===== src/rtl/opll_channel_mixer_pkg.sv =====
// Shared types and constants for the VM2413 output-path channel mixer.
package opll_channel_mixer_pkg;

  localparam int unsigned SLOT_W   = 5;
  localparam int unsigned LI_MAG_W = 9;
  localparam int unsigned ACC_W    = 15;
  localparam int unsigned SUM_W    = 16;

  typedef logic [SLOT_W-1:0] SLOT_TYPE;

  typedef struct packed {
    logic                sign;
    logic [LI_MAG_W-1:0] value;
  } SIGNED_LI_TYPE;

  typedef logic signed [ACC_W-1:0] MIX_ACC_TYPE;

  localparam SLOT_TYPE RHY_FIRST_SLOT = SLOT_TYPE'(12);
  localparam SLOT_TYPE BD_SLOT        = SLOT_TYPE'(13);
  localparam SLOT_TYPE HH_SLOT        = SLOT_TYPE'(14);
  localparam SLOT_TYPE SD_SLOT        = SLOT_TYPE'(15);
  localparam SLOT_TYPE TOM_SLOT       = SLOT_TYPE'(16);
  localparam SLOT_TYPE CYM_SLOT       = SLOT_TYPE'(17);

  typedef enum logic [1:0] {
    ST_IDLE = 2'd0,
    ST_SCAN = 2'd1,
    ST_DONE = 2'd2
  } mix_state_e;

endpackage


===== src/rtl/opll_channel_mixer_li_to_signed.sv =====
// Sign-magnitude slot output to two's complement; negative zero maps to 0.
module li_to_signed
  import opll_channel_mixer_pkg::*;
(
  input  SIGNED_LI_TYPE               li_i,
  output logic signed [LI_MAG_W:0]    value_c_o
);

  logic signed [LI_MAG_W:0] mag_s;

  always_comb begin
    mag_s     = $signed({1'b0, li_i.value});
    value_c_o = li_i.sign ? -mag_s : mag_s;
  end

endmodule


===== src/rtl/opll_channel_mixer.sv =====
// Per-frame scan of all slot results, summed into melody/rhythm buses and a saturated mix.
module opll_channel_mixer
  import opll_channel_mixer_pkg::*;
#(
  parameter int unsigned NUM_SLOTS = 18,
  parameter int unsigned OUT_W     = 16
) (
  input  logic                    clk,
  input  logic                    reset,
  input  logic                    clkena,
  input  logic                    frame_start,
  input  logic                    rhythm,
  output SLOT_TYPE                addr2,
  input  SIGNED_LI_TYPE           rdata2,
  output MIX_ACC_TYPE             mel_out,
  output MIX_ACC_TYPE             rhy_out,
  output logic signed [OUT_W-1:0] mix_out,
  output logic                    sample_valid,
  output logic                    overrun
);

  localparam SLOT_TYPE LAST_IDX  = SLOT_TYPE'(NUM_SLOTS - 1);
  localparam int       MIX_MAX_I = int'((1 << (OUT_W - 1)) - 1);
  localparam int       MIX_MIN_I = -int'(1 << (OUT_W - 1));
  localparam logic signed [SUM_W-1:0] MIX_MAX = SUM_W'(MIX_MAX_I);
  localparam logic signed [SUM_W-1:0] MIX_MIN = SUM_W'(MIX_MIN_I);

  mix_state_e               state_q, state_d;
  SLOT_TYPE                 rd_idx_q, rd_idx_d;
  MIX_ACC_TYPE              mel_acc_q, mel_acc_d;
  MIX_ACC_TYPE              rhy_acc_q, rhy_acc_d;
  logic                     rhy_l_q, rhy_l_d;
  MIX_ACC_TYPE              mel_q, mel_d;
  MIX_ACC_TYPE              rhy_q, rhy_d;
  logic signed [OUT_W-1:0]  mix_q, mix_d;
  logic                     valid_q, valid_d;
  logic                     overrun_q, overrun_d;

  logic signed [LI_MAG_W:0] slot_val_c;
  MIX_ACC_TYPE              term_c;
  logic signed [SUM_W-1:0]  sum_c;
  logic signed [SUM_W-1:0]  sat_c;

  li_to_signed u_conv (
    .li_i      (rdata2),
    .value_c_o (slot_val_c)
  );

  assign term_c = MIX_ACC_TYPE'(slot_val_c);

  // Mix of the finished accumulators, clamped to the output width.
  always_comb begin
    sum_c = $signed({mel_acc_q[ACC_W-1], mel_acc_q}) + $signed({rhy_acc_q[ACC_W-1], rhy_acc_q});
    sat_c = sum_c;
    if (sum_c > MIX_MAX) begin
      sat_c = MIX_MAX;
    end else if (sum_c < MIX_MIN) begin
      sat_c = MIX_MIN;
    end
  end

  always_ff @(posedge clk or posedge reset) begin
    if (reset) begin
      state_q   <= ST_IDLE;
      rd_idx_q  <= '0;
      mel_acc_q <= '0;
      rhy_acc_q <= '0;
      rhy_l_q   <= 1'b0;
      mel_q     <= '0;
      rhy_q     <= '0;
      mix_q     <= '0;
      valid_q   <= 1'b0;
      overrun_q <= 1'b0;
    end else begin
      state_q   <= state_d;
      rd_idx_q  <= rd_idx_d;
      mel_acc_q <= mel_acc_d;
      rhy_acc_q <= rhy_acc_d;
      rhy_l_q   <= rhy_l_d;
      mel_q     <= mel_d;
      rhy_q     <= rhy_d;
      mix_q     <= mix_d;
      valid_q   <= valid_d;
      overrun_q <= overrun_d;
    end
  end

  // rd_idx_q names the slot whose data is on rdata2 at the current enabled edge.
  always_comb begin
    state_d   = state_q;
    rd_idx_d  = rd_idx_q;
    mel_acc_d = mel_acc_q;
    rhy_acc_d = rhy_acc_q;
    rhy_l_d   = rhy_l_q;
    mel_d     = mel_q;
    rhy_d     = rhy_q;
    mix_d     = mix_q;
    valid_d   = 1'b0;
    overrun_d = overrun_q;

    if (clkena) begin
      if (frame_start && (state_q != ST_IDLE)) begin
        overrun_d = 1'b1;
      end
      unique case (state_q)
        ST_IDLE: begin
          if (frame_start) begin
            state_d   = ST_SCAN;
            rd_idx_d  = '0;
            mel_acc_d = '0;
            rhy_acc_d = '0;
            rhy_l_d   = rhythm;
          end
        end
        ST_SCAN: begin
          if (rd_idx_q[0] && (!rhy_l_q || (rd_idx_q < RHY_FIRST_SLOT))) begin
            mel_acc_d = mel_acc_q + term_c;
          end
          if (rhy_l_q && (rd_idx_q >= BD_SLOT) && (rd_idx_q <= CYM_SLOT)) begin
            rhy_acc_d = rhy_acc_q + (term_c <<< 1);
          end
          if (rd_idx_q == LAST_IDX) begin
            state_d = ST_DONE;
          end else begin
            rd_idx_d = rd_idx_q + SLOT_TYPE'(1);
          end
        end
        ST_DONE: begin
          mel_d   = mel_acc_q;
          rhy_d   = rhy_acc_q;
          mix_d   = OUT_W'(sat_c);
          valid_d = 1'b1;
          state_d = ST_IDLE;
        end
        default: state_d = ST_IDLE;
      endcase
    end
  end

  assign addr2        = rd_idx_q;
  assign mel_out      = mel_q;
  assign rhy_out      = rhy_q;
  assign mix_out      = mix_q;
  assign sample_valid = valid_q;
  assign overrun      = overrun_q;

endmodule


===== config.mk =====
export PLATFORM = sky130hd
export DESIGN_NAME = opll_channel_mixer
export DESIGN_NICKNAME = d
export VERILOG_FILES = /design/src/rtl/opll_channel_mixer_pkg.sv /design/src/rtl/opll_channel_mixer_li_to_signed.sv /design/src/rtl/opll_channel_mixer.sv
export SDC_FILE = /design/constraint.sdc
export NUM_CORES = 1
export LEC_CHECK = 0
export CAP_MARGIN = 20
export CORE_MARGIN = 2
export CORE_UTILIZATION = 45
export DETAILED_ROUTE_END_ITERATION = 7
export PLACE_DENSITY = 0.67
export SYNTH_ARGS = -nofsm -noshare
export SYNTH_HDL_FRONTEND = slang
export SYNTH_SLANG_ARGS = --single-unit

===== constraint.sdc =====
create_clock -name clk -period 6.5 [get_ports clk]
set_input_delay 0.975 -clock clk [delete_from_list [all_inputs] [get_ports clk]]
set_output_delay 0.975 -clock clk [all_outputs]
set_load 0.05 [all_outputs]

# Word level (Yosys, flattened, before mapping)
# Index checks and enable logic that the tools add are counted.
# word_totals
out_inout_bits,53
ff_bits,86
inputBits,15
word_cells,60
# op_classes
mux,16
addsub,5
n_lt_le_gt_ge,5
n_eq_ne,8
n_reduce_logical,16
# op_table
operator,count
15-bit case mux with 2 select lines,2
15-bit two-way mux,3
16-bit two-way mux,2
15-bit by 15-bit adder with 16-bit output,1
"16-bit greater-than comparator, second input constant",1
"16-bit less-than comparator, second input constant",1
15-bit by 10-bit adder with 15-bit output,1
15-bit by 11-bit adder with 15-bit output,1
4-bit AND reduction,3
10-bit two-way mux,1
5-bit two-way mux,2
"2-bit inequality test, second input constant",5
9-bit negator with 10-bit output,1
5-bit case mux with 2 select lines,1
3-bit AND reduction,2
"5-bit by 1-bit adder with 5-bit output, second input constant",1
"5-bit == test, second input constant",1
"5-bit by 4-bit >= comparator with 1-bit output, second input constant",1
"5-bit less-or-equal comparator, second input constant",1
"5-bit by 4-bit less-than comparator with 1-bit output, second input constant",1
1-bit logical AND,4
2-bit two-way mux,2
2-bit case mux with 2 select lines,1
2-bit AND reduction,2
7 further kinds,9

# Logic depth before layout (Yosys ltp)
# Gate-level depths: netlist (run 1).
# depth
depth_word,5
depth_mapped,14

# Cells and area by module
# A second synthesis (run 1) with hierarchy kept.
# unflattened
cells_unflattened,592
hier_area_um2,5282.6
# by_module_without_submodules
mod,cells_each,area_per_inst_um2,seq_area_each_um2,n_inst
opll_channel_mixer,567,5092.4,2102.0,1
li_to_signed,25,190.2,0.0,1

# Worst setup path before layout (run 1)
# Ideal clock, no wire load.
# synth_timing
path_kind,input to register
startpoint,input rdata2[5] (netlist name)
endpoint,register mel_acc_q[14]
stages,11
n_path_buf,0
required_time_ns,6.374
path_slack_ns,2.823
setup_time_ns,0.126
arrival_time_ns,3.551
path_cell_list,nor4_2 -> nand2b_1 -> o41a_1 -> ha_1 -> a21o_1 -> a21oi_1 -> o21ai_0 -> a21o_1 -> or3_1 -> and2_0 -> a221o_1
# synth_between
elab_chain_cells,5
# synth_rtl
item,line,rtl
"start, declared",opll_channel_mixer.sv:14,"input SIGNED_LI_TYPE rdata2,"
9-bit negator with 10-bit output,opll_channel_mixer_li_to_signed.sv:13,value_c_o = li_i.sign ? -mag_s : mag_s;
10-bit two-way mux (*),opll_channel_mixer_li_to_signed.sv:13,
15-bit by 10-bit adder with 15-bit output (*),opll_channel_mixer.sv:117,mel_acc_d = mel_acc_q + term_c;
15-bit two-way mux (*),opll_channel_mixer.sv:116,if (rd_idx_q[0] && (!rhy_l_q || (rd_idx_q < RHY_FIRST_SLOT))) begin
15-bit case mux with 2 select lines (*),opll_channel_mixer.sv:105,unique case (state_q)
"end signal, assigned",opll_channel_mixer.sv:77,mel_acc_q <= mel_acc_d;
"end, declared",opll_channel_mixer.sv:30,"MIX_ACC_TYPE mel_acc_q, mel_acc_d;"
# Mark *: on every way between the ends. The rest lies on a longest branch, timed or not. The select of a mux whose other input is x is not followed.
# A chain may end at the register's enable or synchronous reset.

# Worst setup path in the final report (run 1)
# layout_timing
startpoint,input rdata2[3] (netlist name)
endpoint,register mel_acc_q[14]
# Same word-level chain as after synthesis.

==> results of run 1 <==
==> worst max-delay path, stage by stage <==
cell             delay [ns]
clkdlybuf4s50_1        0.49
nor4_2                 0.34
nand2b_1               0.13
o41a_1                 0.60
ha_1                   0.46
a21o_1                 0.18
a21oi_1                0.13
o21ai_0                0.09
a21o_1                 0.19
or3_1                  0.32
and2_0                 0.17
a221o_1                0.29
==> kinds of logic (layout without fill, tap and decap cells) <==
group,after synthesis,count (layout)
fa+ha+maj,46,46
flops,84,84
simple gates,229,229
compound gates,142,142
mux,5,5
buf+inv,41,113
xor+xnor,35,35
other cells,1,1
==> flip-flops by register name, indices dropped and copies added, names as in the netlist <==
signal and count:
rhy_out 14, mix_out 16, sample_valid 1, overrun 1, mel_out 15, state_q 2
rhy_acc_q 14, rhy_l_q 1, addr2 5, mel_acc_q 15
==> placed cells by master (no fill, tap or decap), drive strengths merged, types with 3 or more instances in the layout <==
master | netlist | routed
nor2 | 28 | 28
a21o | 11 | 11
a31oi | 3 | 3
a211o | 6 | 6
clkinv | 1 | 6
nor3 | 7 | 7
a21oi | 25 | 25
nand3 | 13 | 13
o21bai | 4 | 4
buf | 1 | 5
o41ai | 4 | 4
a211oi | 5 | 5
xor2 | 14 | 14
o21ai | 47 | 47
ha | 44 | 44
or2 | 3 | 3
o31ai | 8 | 8
nand2b | 8 | 8
and2 | 5 | 5
nor2b | 7 | 7
or3 | 4 | 4
mux2i | 4 | 4
xnor2 | 21 | 21
inv | 25 | 24
dfrtp | 84 | 84
clkdlybuf4s50 | 0 | 66
nand2 | 143 | 143
o211ai | 3 | 3
clkbuf | 14 | 9
a22o | 14 | 14
==> power groups by stage <==
stage	clock network, mW	logic (mW)	registers (mW)
2_1_floorplan	0	0.890	0.836
3_3_place_gp	0	1.22	0.822
3_5_place_dp	0	1.24	0.822
4_1_cts	0.558	1.25	0.813
5_1_grt	0.581	1.40	0.828
6_report	0.549	1.25	0.813
==> path summary, 6_finish.rpt <==
kind | startpoint | slack (ns) | cells past startpoint | end
max in group asynchronous | reset | 4.87 | 4 | mel_acc_q[6]$_DFFE_PP0P_
worst min register to register | rhy_out[6]$_DFFE_PP0P_ | 0.47 | 2 | rhy_out[6]$_DFFE_PP0P_
min in group asynchronous | reset | 1.01 | 3 | mel_out[14]$_DFFE_PP0P_
worst min-delay path | rhy_out[6]$_DFFE_PP0P_ | 0.47 | 2 | rhy_out[6]$_DFFE_PP0P_
worst max register to register | mel_acc_q[0]$_DFFE_PP0P_ | 3.70 | 10 | mel_acc_q[14]$_DFFE_PP0P_
worst max-delay path | rdata2[3] | 2.36 | 12 | mel_acc_q[14]$_DFFE_PP0P_
==> area by class of cell <==
cell class | count | area share, %
multi-input cells | 458 | 45.84
flip-flops and latches | 84 | 33.34
repair buffers | 71 | 11.39
clock buffers | 9 | 3.572
well taps | 143 | 2.838
inverters | 26 | 1.568
clock inverters | 7 | 1.449
==> stage by stage <==
stage	cell area [µm²]	util, %	total power, mW	setup WS, ns
6_report	6305	55.93	2.614	2.362
5_1_grt	6305	55.93	2.805	2.178
4_1_cts	6277	55.69	2.621	2.360
3_5_place_dp	5961	52.88	2.060	1.997
3_3_place_gp	5961	52.88	2.040	2.030
2_1_floorplan	5145	-	1.726	2.823
==> metal layers <==
metal / vias to the layer above / GRT usage, % / wire length, µm
li1: 2166 / - / -
met1: 2090 / 28.34 / 6160
met2: 82 / 35.58 / 5970
met3: 20 / 3.499 / 427
met4: 0 / 9.250 / 287
met5: - / 0 / 0
==> results.json, run 1 <==
{
  "layout-drive-gt1-share_pct": 4.580,
  "required_ns": 6.73,
  "drt_iter0_drc": 152,
  "core-area_um2": 11270,
  "cts.sinks": 84,
  "numCtsBuffers": 9,
  "postSynthAreaPerCell_um2": 8.825,
  "gp_congestion": 0.8845,
  "synth_top_area_cell": "dfrtp_1",
  "tritoncts": "yes",
  "power_leakage_nw": 3.072,
  "slew_viol_final": 0,
  "p_clk_share_pct": 21.0,
  "hp-class": "reg2reg",
  "skew_ns": 0.004878,
  "grt_max_degree": 85,
  "vias_per_cell": 5.461,
  "dieArea_um2": 12300,
  "dp_cells": 781,
  "n_antenna_cell": 0,
  "ys_top_cells_by_area": "dfrtp_1, ha_1, nand2_1",
  "rsz0062_at_grt": "no",
  "regArea_um2": 2102,
  "endpoint_kind": "register",
  "post_cts_buffers": 0,
  "hold_buffers": 0,
  "hold_viol": 0,
  "critPathKind": "in2reg",
  "clock-root-buffer": "clkbuf_16",
  "holdWs_ns": 0.4710,
  "setup_violations": 0,
  "slew_headroom_pct": 33.67,
  "synth_edf_count": 0,
  "cap_violations": 0,
  "powerDensity_nw_per_um2": 414.6,
  "async_flop_share_pct": 100.0,
  "combPwrFrac_pct": 47.9,
  "drt_pass1_iterations": 4,
  "ir_drop_uv": 214.1,
  "clkSlewWorstSetupHoldPaths_ns": 0.06,
  "grt-ovfl-total": 0,
  "synth_cells": 583,
  "yosysSeqAreaShare_pct": 40.86,
  "synth_xor_area_share_pct": 5.958,
  "netlist_area_um2": 5145,
  "pin_count": 68,
  "antenna_found_initial": 0,
  "postSynthNetCount": 644,
  "rows": 39,
  "synth_simple_gate_area_share_pct": 19.48,
  "fp.dieW_um": 110.9,
  "worstMarginPinSlew_ns": 0.9938,
  "start_kind": "input pin",
  "synthMuxAreaShare_pct": 0.9971,
  "ctsResizeCount": 0,
  "htreeDepth": 3,
  "instances_no_fill": 798,
  "grt_pass1_vias": 4282,
  "status": "finished clean",
  "yosys-top-cells-count": "nand2_1, dfrtp_1, o21ai_0, ha_1, nor2_1",
  "drt_wl_total_um": 12850,
  "multi_input_area_um2": 2890,
  "vias": 4358,
  "share_seq_of_total_power_pct": 31.1,
  "worstSkewPairLatency_ns": 0.35,
  "die_y_um": 110.9,
  "yosys_register_bits": 84,
  "finalCritPeriodShare_pct": 63.66,
  "fmax_ghz": 0.2417,
  "fillCellCount": 1035,
  "min_period_ns": 4.138,
  "yosysUniqueCellTypes": 50,
  "io_buffers": 66,
  "drc": 0,
  "final_nets": 711,
  "synth_compound_area_share_pct": 18.09,
  "critPathMaxFanout": 13,
  "dp_hpwl_um": 9521,
  "synth_most_common_cell": "nand2_1",
  "synth_top_flop_cell": "dfrtp_1",
  "synthAdderAreaFrac_pct": 11.48,
  "tns_ns": 0,
  "area_growth_pct": 22.54,
  "grt_pass1_wl_um": 21120,
  "p_sw_mw": 1.099,
  "routedWlPerCell_um": 16.10,
  "yosysWarnings": 0,
  "groute.usage.overall_pct": 21.62,
  "intPower_mw": 1.515,
  "clockBufferDepth": 2,
  "start_util_pct": 45.64,
  "synth_top_family_by_area": "simple AND/OR/NAND/NOR gates",
  "ant_nets": 0,
  "power.share.switching_pct": 42.05,
  "worstPathArrival_ns": 4.37,
  "synth.top_cell.area_share_pct": 40.86
}
Note: power is estimated with default switching activity, not from simulation.
==> inputs of run 2 (changes only) <==
PLACE_DENSITY = 0.7   (was 0.67)
clock period = 3.5 ns   (was 6.5 ns; I/O delays follow)
==> results.json, run 2 (synthesized netlist as in run 1, its figures left out) <==
{
  "die_y_um": 110.9,
  "drt_wl_total_um": 13960,
  "hp-class": "reg2reg",
  "mostFrequentLayoutCell": "nand2_1",
  "layout-drive-gt1-share_pct": 14.15,
  "numCtsBuffers": 9,
  "finalPower_mw": 5.262,
  "clockBufferDepth": 2,
  "grt_max_degree": 64,
  "skew_ns": 0.008137,
  "slowest_stage": "clkdlybuf4s50_1",
  "tritoncts": "yes",
  "final_nets": 777,
  "dp_hpwl_um": 10210,
  "r2r_start": "rhy_acc_q[8]$_DFFE_PP0P_",
  "layout_common_cells": "nand2_1, dfrtp_1, buf_4",
  "ir_drop_uv": 496.9,
  "reg2regPathDepth": 8,
  "grt_pass1_wl_um": 22600,
  "worstMarginPinSlew_ns": 0.9967,
  "dp_slack_ns": -0.3048,
  "ant_nets": 0,
  "gp_congestion": 0.8771,
  "status": "finished clean",
  "grt-ovfl-total": 0,
  "htreeDepth": 3,
  "min_period_ns": 3.394,
  "critPathLaunch": "rdata2[2]",
  "clock-root-buffer": "clkbuf_16",
  "hold_path_startpoint": "mix_out[0]$_DFFE_PP0P_",
  "worstSkewPairLatency_ns": 0.34,
  "path_cells": "clkdlybuf4s50_1 -> nor4_4 -> nand2b_1 -> o41a_1 -> buf_4 -> ha_1 -> a21oi_1 -> o21ai_0 -> a21o_1 -> or3_1 -> and2_0 -> a221o_1",
  "drt_pass1_iterations": 4,
  "required_ns": 3.72,
  "slew_headroom_pct": 33.48,
  "hold_depth": 2,
  "cap_violations": 0,
  "worstPathArrival_ns": 3.62,
  "powerDensity_nw_per_um2": 769.6,
  "rows": 39,
  "critPathMaxFanout": 4,
  "groute.usage.overall_pct": 22.97,
  "fillCellCount": 1002,
  "endpoint_kind": "register",
  "multi_input_area_um2": 2947,
  "fp.dieW_um": 110.9,
  "start_kind": "input pin",
  "largest_reg_flops": 16,
  "area_growth_pct": 32.88,
  "layout_setup_ws_ns": 0.1065,
  "critPathKind": "in2reg",
  "setup_violations": 0,
  "pin_count": 68,
  "finalCritPeriodShare_pct": 96.96,
  "r2r_setup_slack_ns": 0.88,
  "regArea_um2": 2102,
  "io_buffers": 66,
  "vias_per_cell": 5.412,
  "start_util_pct": 45.64,
  "vias": 4676,
  "hold_viol": 0,
  "fmax_ghz": 0.2947,
  "slew_viol_final": 0,
  "drt_iter0_drc": 261,
  "routedWlPerCell_um": 16.16,
  "clkSlewWorstSetupHoldPaths_ns": 0.06,
  "core-area_um2": 11270,
  "cts.sinks": 84,
  "max_stage_delay_ns": 0.46,
  "power_leakage_nw": 3.400,
  "n_antenna_cell": 0,
  "hold_buffers": 0,
  "grt_pass1_vias": 4609,
  "drc": 0,
  "dieArea_um2": 12300,
  "holdWs_ns": 0.4745,
  "antenna_found_initial": 0
}
[run 2: final timing paths]
path	to
worst max-delay path	mel_acc_q[14]$_DFFE_PP0P_
worst min-delay path	mix_out[0]$_DFFE_PP0P_
worst max register to register	mix_out[13]$_DFFE_PP0P_
worst min register to register	mix_out[0]$_DFFE_PP0P_
max in group asynchronous	mel_out[4]$_DFFE_PP0P_
min in group asynchronous	rhy_acc_q[14]$_DFFE_PP0P_
[run 2: report_power, final]
group | switching, mW | total, mW | internal [mW]
logic | 1.42 | 2.69 | 1.28
registers | 0.351 | 1.53 | 1.18
clock network | 0.410 | 1.04 | 0.627
total | 2.18 | 5.26 | 3.09
[run 2: worst max-delay path, delay by kind of cell]
family | cells | cell delay [ns]
compound gates | 5 | 1.16
fa+ha+maj | 1 | 0.32
buf+inv | 2 | 0.65
simple gates | 4 | 0.97
[run 2: what timing repair did]
item	4_1_cts	5_1_grt
resized for setup	0	11
endpoints found under the setup margin	0	3
buffers inserted	0	0
[run 2: through the flow]
step / setup TNS, ns / area [µm²] / cells / util (%)
detailed placement: -1.185 / 6456 / 847 / 57.28
floorplan: 0 / 5145 / 583 / -
global route: -0.001807 / 6837 / 864 / 60.65
finish: 0 / 6837 / 864 / 60.65
global placement: -0.6053 / 6456 / 847 / 57.28
CTS: 0 / 6773 / 863 / 60.08
[run 2: cell type report]
cell class / count / area share (%)
repair buffers: 137 / 17.46
inverters: 26 / 1.446
flip-flops and latches: 84 / 30.75
clock buffers: 10 / 3.349
well taps: 143 / 2.617
multi-input cells: 458 / 43.10
clock inverters: 6 / 1.281
[run 2: layer usage]
metal	global-route usage, %	vias to the layer above	wire [µm]
li1	-	2300	-
met1	30.18	2212	6194
met2	38.69	135	6808
met3	2.624	29	561
met4	9.583	0	393
met5	0	-	0
